**src/rtl/output_row_packer.sv**
```systemverilog
// output_row_packer
// Collects a serial stream of result elements into 64-element rows and
// issues one row-wide write per completed row to the output memory.
// A start pulse drains a full ROWS x ROW_LEN matrix; done pulses at the end.
module output_row_packer #(
    parameter int DATA_WIDTH    = 16,
    parameter int ROW_LEN       = 64,
    parameter int ROWS          = 64,
    parameter int ADDR_WIDTH_PS = 6
) (
    input  logic                          clk,
    input  logic                          rst,
    input  logic                          start,
    input  logic                          in_valid,
    input  logic [DATA_WIDTH-1:0]         in_data,
    output logic                          in_ready,
    output logic                          mem_en,
    output logic                          mem_we,
    output logic [ADDR_WIDTH_PS-1:0]      mem_addr,
    output logic [DATA_WIDTH*ROW_LEN-1:0] mem_din,
    output logic                          busy,
    output logic                          done
);

    localparam int COL_W = $clog2(ROW_LEN);
    localparam int BUF_W = DATA_WIDTH * ROW_LEN;

    localparam logic [COL_W-1:0]         COL_LAST = COL_W'(ROW_LEN - 1);
    localparam logic [COL_W-1:0]         COL_ZERO = {COL_W{1'b0}};
    localparam logic [COL_W-1:0]         COL_ONE  = {{(COL_W-1){1'b0}}, 1'b1};
    localparam logic [ADDR_WIDTH_PS-1:0] ROW_LAST = ADDR_WIDTH_PS'(ROWS - 1);
    localparam logic [ADDR_WIDTH_PS-1:0] ROW_ZERO = {ADDR_WIDTH_PS{1'b0}};
    localparam logic [ADDR_WIDTH_PS-1:0] ROW_ONE  = {{(ADDR_WIDTH_PS-1){1'b0}}, 1'b1};

    typedef enum logic [1:0] {
        ST_IDLE  = 2'd0,
        ST_FILL  = 2'd1,
        ST_WRITE = 2'd2,
        ST_DONE  = 2'd3
    } state_t;

    state_t                   state_q, state_d;
    logic [COL_W-1:0]         col_q,   col_d;
    logic [ADDR_WIDTH_PS-1:0] row_q,   row_d;
    logic [BUF_W-1:0]         buf_q,   buf_d;

    // Next-state logic: lane capture, column/row counting and drain sequencing.
    // The column counter parks at the last lane on the final accept and is
    // cleared on the way out of WRITE, so it never wraps inside a drain.
    always_comb begin
        state_d = state_q;
        col_d   = col_q;
        row_d   = row_q;
        buf_d   = buf_q;
        case (state_q)
            ST_IDLE: begin
                if (start) begin
                    col_d   = COL_ZERO;
                    row_d   = ROW_ZERO;
                    state_d = ST_FILL;
                end else begin
                    state_d = ST_IDLE;
                end
            end
            ST_FILL: begin
                if (in_valid) begin
                    buf_d[DATA_WIDTH*col_q +: DATA_WIDTH] = in_data;
                    if (col_q == COL_LAST) begin
                        state_d = ST_WRITE;
                    end else begin
                        col_d = col_q + COL_ONE;
                    end
                end else begin
                    state_d = ST_FILL;
                end
            end
            ST_WRITE: begin
                if (row_q == ROW_LAST) begin
                    state_d = ST_DONE;
                end else begin
                    row_d   = row_q + ROW_ONE;
                    col_d   = COL_ZERO;
                    state_d = ST_FILL;
                end
            end
            ST_DONE: begin
                state_d = ST_IDLE;
            end
            default: begin
                state_d = ST_IDLE;
            end
        endcase
    end

    // State, counters and row buffer; synchronous reset aborts any drain.
    always_ff @(posedge clk) begin
        if (rst) begin
            state_q <= ST_IDLE;
            col_q   <= COL_ZERO;
            row_q   <= ROW_ZERO;
            buf_q   <= {BUF_W{1'b0}};
        end else begin
            state_q <= state_d;
            col_q   <= col_d;
            row_q   <= row_d;
            buf_q   <= buf_d;
        end
    end

    // Moore output decode from the registered state; address and data come
    // straight from the row counter and row buffer registers.
    always_comb begin
        in_ready = 1'b0;
        mem_en   = 1'b0;
        mem_we   = 1'b0;
        busy     = 1'b1;
        done     = 1'b0;
        case (state_q)
            ST_IDLE:  busy     = 1'b0;
            ST_FILL:  in_ready = 1'b1;
            ST_WRITE: begin
                mem_en = 1'b1;
                mem_we = 1'b1;
            end
            ST_DONE:  done     = 1'b1;
            default:  busy     = 1'b0;
        endcase
        mem_addr = row_q;
        mem_din  = buf_q;
    end

endmodule

```
**config.mk**
```make
export PLATFORM = sky130hd
export DESIGN_NAME = output_row_packer
export DESIGN_NICKNAME = d
export VERILOG_FILES = /design/src/rtl/output_row_packer.sv
export SDC_FILE = /design/constraint.sdc
export NUM_CORES = 2
export LEC_CHECK = 0
export CORE_AREA = 3 3 416 418
export DETAILED_ROUTE_END_ITERATION = 8
export DIE_AREA = 0 0 419 421
export GPL_TIMING_DRIVEN = 0
export PLACE_DENSITY = 0.47
export SKIP_LAST_GASP = 1
export SLEW_MARGIN = 20
export SYNTH_ARGS = -nofsm -noshare
export SYNTH_HDL_FRONTEND = slang
export SYNTH_SLANG_ARGS = --single-unit
export TNS_END_PERCENT = 20
```
**constraint.sdc**
```tcl
create_clock -name clk -period 3.7 [get_ports clk]
set_input_delay 0.74 -clock clk [delete_from_list [all_inputs] [get_ports clk]]
set_output_delay 0.74 -clock clk [all_outputs]
set_load 0.005 [all_outputs]
```
## Yosys cells after proc, flatten, opt, wreduce, memory -nomap -nowiden

Index checks and enable logic that the tools add are counted.

| storage, ports and cells | value |
|---|---|
| register bits after elaboration | 1038 |
| bits of input ports | 20 |
| logic and storage cells | 42 |

| operators by class | value |
|---|---|
| add/sub/neg operators | 3 |
| eq/ne operators | 10 |
| shift operators | 2 |
| muxes and demuxes | 17 |
| reductions and logical operators | 6 |

Operators with widths:

| cell | number |
|---|---|
| 1024-bit bitwise mux | 1 |
| 16-bit by 34-bit variable shift with 1024-bit output (first input constant) | 1 |
| 16-bit by 34-bit indexed part select with 1024-bit output | 1 |
| 10-bit negation with 34-bit output | 1 |
| 6-bit two-way mux | 5 |
| 6-bit case mux with 3 select lines | 1 |
| 6-bit by 1-bit adder with 6-bit output (second input constant) | 2 |
| 6-bit equality test (second input constant) | 2 |
| 6-bit case mux with 2 select lines | 1 |
| 2-bit != test (second input constant) | 4 |
| 2-bit case mux with 4 select lines | 1 |
| 2-bit two-way mux | 3 |
| 1-bit two-way mux | 5 |
| 5-bit AND reduction | 1 |
| 2-bit equality test (second input constant) | 2 |
| 3-bit != test (second input constant) | 1 |
| 3-bit AND reduction | 1 |
| 3-bit nonzero test | 1 |
| 2-bit by 1-bit equality test with 1-bit output (second input constant) | 1 |
| 2-bit zero test | 1 |
| 2-bit AND reduction | 1 |
| 2-bit nonzero test | 1 |

## Depth between registers and ports, before layout

| depth | value |
|---|---|
| word-level depth | 4 |
| mapped depth | 15 |
| mapped depth without buffers | 8 |

## Least setup slack after synthesis

OpenSTA, ideal clock, no wires.

| timing | value |
|---|---|
| path type | reg-to-reg |
| start point | register col_q[0] |
| end point | register buf_q[861], in the netlist mem_din[861] |
| library setup time | 128 ps |
| data arrival time | 3203 ps |
| slack | 369 ps |
| cell stages (with the launch flop) | 13 |
| period minus slack after synthesis | 3331 ps |
| cells stage by stage | dfxtp_1 buf_2 or3_1 nor3_1 ha_1 clkbuf_1 nor4bb_1 o21ai_1 buf_2 nor4_4 buf_4 mux2i_1 nor2_1 |

| between the ends | value |
|---|---|
| longest elaborated chain between the ends | 3 |
| elaborated cells on any way between the ends | 4 |

Ends and longest elaborated chain:

| what | RTL line | text |
|---|---|---|
| from (decl) | 43 | `logic [COL_W-1:0] col_q, col_d;` |
| from (signal assigned) | 104 | `col_q <= col_d;` |
| 10-bit negation with 34-bit output (*) | 67 | `buf_d[DATA_WIDTH*col_q +: DATA_WIDTH] = in_data;` |
| 16-bit by 34-bit indexed part select with 1024-bit output or 16-bit by 34-bit variable shift with 1024-bit output (tied branches) | 67 |  |
| 1024-bit bitwise mux (*) | 67 |  |
| to (signal assigned) | 101 | `buf_q <= {BUF_W{1'b0}};` |
| to (signal assigned) | 106 | `buf_q <= buf_d;` |
| to (decl) | 45 | `logic [BUF_W-1:0] buf_q, buf_d;` |

Every way passes the cells marked *; elsewhere a longest branch is shown, timed or not.
A chain may end at the register's enable or synchronous reset.

## Worst setup path in the final report

| timing | value |
|---|---|
| start point | input rst |
| end point | register buf_q[951], in the netlist mem_din[951] |

RTL lines:

| what | RTL line | text |
|---|---|---|
| from (decl) | 12 | `input logic rst,` |

No word-level cell between the ends.

==> results_tabular.tex <==
\begin{tabular}{lr}
\hline
Metric & Value \\
\hline
\multicolumn{2}{l}{\textbf{Worst setup path}} \\
\quad Maximum single-stage delay on the critical path & 0.62 ns \\
\quad Required arrival time at the worst endpoint & 4.34 ns \\
\quad Reg2Reg Capture Point & mem\_din[31] \\
\quad Data arrival time of the worst path & 4.38 ns \\
\quad Category of cells accounting for the largest share of critical-path delay & buffers and inverters \\
\quad Worst path slowest cell & clkbuf\_1 \\
\quad Worst R2R Path Depth & 13 \\
\quad Source of the critical timing path & rst \\
\quad Beginning of the worst register-to-register path & col\_q[0] \\
\quad Category of the critical setup timing path & in -> reg \\
\quad Crit path launch type & input port \\
\quad Highest fanout seen on the critical path & 10 \\
\quad Cell-by-cell trace of the critical path & clkdlybuf4s50\_1 -> clkbuf\_1 -> clkbuf\_2 -> clkbuf\_2 -> buf\_1 -> clkbuf\_1 -> nor2\_1 \\
\quad Flop-to-flop setup slack & 0.06 ns \\
\quad Buf+Inv Stages, Crit Path & 6 \\
\quad Endpoint type of the worst setup path & flop \\
\multicolumn{2}{l}{\textbf{STA}} \\
\quad Final Hold Viols & 0 \\
\quad Clock Skew & 0.0506 ns \\
\quad Final Worst Setup Slack & -0.0395 ns \\
\quad Final worst path period need & 3.74 ns \\
\quad Worst Tran Pin Value & 1.19 ns \\
\quad Final setup violating endpoints & 13 \\
\quad Hold slack & 0.452 ns \\
\quad RSZ-0062 raised after global routing & yes \\
\quad Upper clock frequency limit & 267 MHz \\
\quad Max-Slew Margin vs Limit & 20.3\% \\
\quad Final number of max-transition violations & 0 \\
\quad Share of the clock period used by the worst path after layout & 101\% \\
\multicolumn{2}{l}{\textbf{Routing}} \\
\quad WL/cell & 29.6 µm \\
\quad Post-route DRC violation count & 0 \\
\quad Pre-antenna DRT Iters & 6 \\
\quad Number of nets with antenna violations after detailed routing & 0 \\
\quad Vias per Instance & 4.80 \\
\quad Detailed Route Iter0 Violations & 2,951 \\
\quad Vias & 38,342 \\
\quad Routed wire length & 237,000 µm \\
\multicolumn{2}{l}{\textbf{Global route}} \\
\quad Global-route usage over all layers & 25.9\% \\
\quad Global-route wire length before repair & 319,000 µm \\
\quad Total global routing overflow & 0 \\
\quad Pin count of the biggest net entering global routing & 20 \\
\quad Number of global-route vias before repair & 37,416 \\
\quad Initial antenna violation count & 9 \\
\multicolumn{2}{l}{\textbf{Placement}} \\
\quad Global placement routability congestion & 0.885 \\
\quad Number of input and output port buffers inserted & 1,046 \\
\quad DP Wirelength & 184,000 µm \\
\multicolumn{2}{l}{\textbf{Pwr}} \\
\quad Total leakage power & 0.0204 µW \\
\quad Design Power & 25,800 µW \\
\quad Power Dens Cells & 426 nW/µm² \\
\quad Peak ir drop on the vdd network & 0.000486 V \\
\multicolumn{2}{l}{\textbf{Die}} \\
\quad Standard cell core area & 169,000 µm² \\
\quad Number of primary I/O pins & 1,055 \\
\quad Area enclosed by the die boundary & 176,000 µm² \\
\quad Initial core utilization & 24.0\% \\
\quad Number of placement rows & 151 \\
\quad Overall die width & 419 µm \\
\quad Die H & 421 µm \\
\multicolumn{2}{l}{\textbf{Worst hold path}} \\
\quad Sink of the worst hold path & mem\_din[1014] \\
\quad Worst Min Path Start & mem\_din[1014] \\
\quad Number of instances on the worst hold path & 2 \\
\quad Worst min-delay path class & reg -> reg \\
\multicolumn{2}{l}{\textbf{CTS}} \\
\quad Clock tree from TritonCTS & done \\
\quad Root buf cell & clkbuf\_16 \\
\quad H-tree level count & 4 \\
\quad Maximum buffer depth of the clock tree & 3 \\
\quad Clock latency on the worst-skew pair & 0.80 ns \\
\quad Clk sinks & 1,038 \\
\quad TritonCTS Buffers & 130 \\
\quad CTS clock-pin slew for the worst setup and hold paths & 0.06 ns \\
\quad Count of hold buffers inserted by post-cts repair & 0 \\
\multicolumn{2}{l}{\textbf{Yosys}} \\
\quad Synthesized net count & 4,428 \\
\quad Top flip-flop cell by instance count after synthesis & dfxtp\_1 \\
\quad Share of Yosys cell area claimed by the top area cell type & 51.0\% \\
\quad Mean cell area of the mapped netlist & 9.25 µm² \\
\quad Synth Area in Simple Gates & 24.9\% \\
\quad Adder-cell area share of the yosys netlist & 0.123\% \\
\quad Sequential fraction of the synthesis area & 51.0\% \\
\quad Synth Instances & 4,404 \\
\quad Post-synth EDFFs & 0 \\
\quad Leading area contributor after synthesis & dfxtp\_1 \\
\quad Total standard cell area after synthesis & 40,700 µm² \\
\quad Compound-cell area share of the yosys netlist & 9.29\% \\
\quad Async S/R FF share, synth & 0\% \\
\quad Combinational family with the most area after synthesis & simple AND/OR/NAND/NOR gates \\
\quad Yosys warning count & 0 \\
\quad Multiplexer share of the synthesized area & 10.3\% \\
\quad Area contributors post-synth & dfxtp\_1 (51\%), mux2i\_1 (10\%), nand2b\_1 (7.4\%) \\
\quad FF+latch count, synth & 1,038 \\
\quad Xor-xnor portion of the synthesized cell area & 0.359\% \\
\quad Number of distinct library cell variants in the gate-level netlist after synthesis & 68 \\
\multicolumn{2}{l}{\textbf{Layout}} \\
\quad Register cell area after layout & 20,800 µm² \\
\quad Post-layout net count & 5,695 \\
\quad Area delta synth->final & 48.6\% \\
\quad Filler cell count & 17,354 \\
\quad Combined area of the multi-input logic cells & 19,200 µm² \\
\quad Fraction of layout cells with a size suffix above 1 & 11.5\% \\
\multicolumn{2}{l}{\textbf{Status}} \\
\quad Violated checks & negative setup slack \\
\quad Result of the run & finished, violations left \\
\multicolumn{2}{l}{\textbf{Run}} \\
\quad Number of maximum-capacitance constraint violations & 0 \\
\hline
\end{tabular}
## routing by layer
layer / up-vias / GRT usage [%] / wire [µm]
met5: - / 0 / 0
met4: 0 / 10.6 / 10900
met3: 333 / 7.37 / 18200
met2: 1474 / 45.0 / 116000
met1: 18966 / 29.5 / 90900
li1: 17569 / - / -
## cell families (layout without fill, tap and decap cells)
logic type | Yosys count | after routing
xor+xnor | 15 | 15
flops | 1038 | 1038
simple gates | 1858 | 1858
compound gates | 673 | 674
buf+inv | 399 | 1757
fa+ha+maj | 4 | 4
other cells | 0 | 8
mux | 417 | 417
## worst max path at each step
stage,endpoint,slack [ns],depth (start not counted)
after global placement,mem_din[671],-1.62,7
after floorplan,mem_din[861],0.37,12
final,mem_din[951],-0.04,7
after detailed placement,col_q[0],-1.42,7
after CTS,mem_din[599],-0.21,12
after global routing,mem_din[605],-0.19,7
## layout make-up
class / instances / share of cell area (%)
Timing Repair Buffer: 1146 / 19.0
Sequential cell: 1038 / 34.3
Multi-Input combinational cell: 2968 / 31.7
Clock buffer: 173 / 6.07
Clock inverter: 51 / 1.30
Tap cell: 2218 / 4.58
Inverter: 8 / 0.0496
Buffer: 379 / 2.99
Antenna cell: 8 / 0.0331
## where the power goes
group | leakage [µW] | total, µW | switching, µW | internal (µW)
Sequential | 0.00836 | 11200 | 6.88 | 11200
Combinational | 0.00985 | 1150 | 853 | 300
Clock | 0.00218 | 13400 | 5460 | 7960
Total | 0.0204 | 25800 | 6320 | 19400
## Yosys cell counts (25+ instances only)
cell / n
o31ai_1: 36
nor2b_1: 48
nor3b_1: 25
buf_2: 53
mux2i_1: 408
nand4_1: 44
o21ai_0: 369
nand3_1: 207
dfxtp_1: 1038
nand2_1: 481
clkbuf_1: 308
and3_1: 36
a21oi_1: 175
nand3b_1: 182
nand2b_1: 485
a22o_1: 32
nor2_1: 234
## worst min-delay path, stage by stage (launching register included)
cell and delay, ns:
dfxtp_1 0.31, nand2_1 0.05, a21oi_1 0.05
## flip-flops by register name, indices dropped and copies added (netlist names)
register and count:
mem_din 1024, col_q 6, state_q 2, mem_addr 6
## timing repair
item,4_1_cts,5_1_grt
resized for setup,129,160
gates cloned,0,1
endpoints found under the setup margin,1029,943
buffers inserted,56,25
pin swaps,32,15
## through the flow
step	worst slack, ns	cell area, µm²	util (%)	instances	setup TNS [ns]
3_5_place_dp	-1.42	54500	32.2	7687	-819.22
3_3_place_gp	-1.62	54000	31.9	7668	-1114.11
2_1_floorplan	0.369	40700	-	4404	0
6_report	-0.0395	60500	35.7	7989	-0.181
5_1_grt	-0.194	60500	35.7	7984	-10.19
4_1_cts	-0.215	60000	35.4	7965	-44.55
## placed cells by master (no fill, tap or decap), drive strengths merged, types with 27 or more instances in the layout
master / n
a21oi: 175
a22o: 32
and3: 36
buf: 179
clkbuf: 471
clkdlybuf4s50: 1046
dfxtp: 1038
mux2i: 408
nand2: 482
nand2b: 485
nand3: 208
nand3b: 182
nand4: 44
nor2: 234
nor2b: 48
nor3: 37
nor3b: 27
o21ai: 379
o31ai: 37
Power figures use the tool's default switching activity.
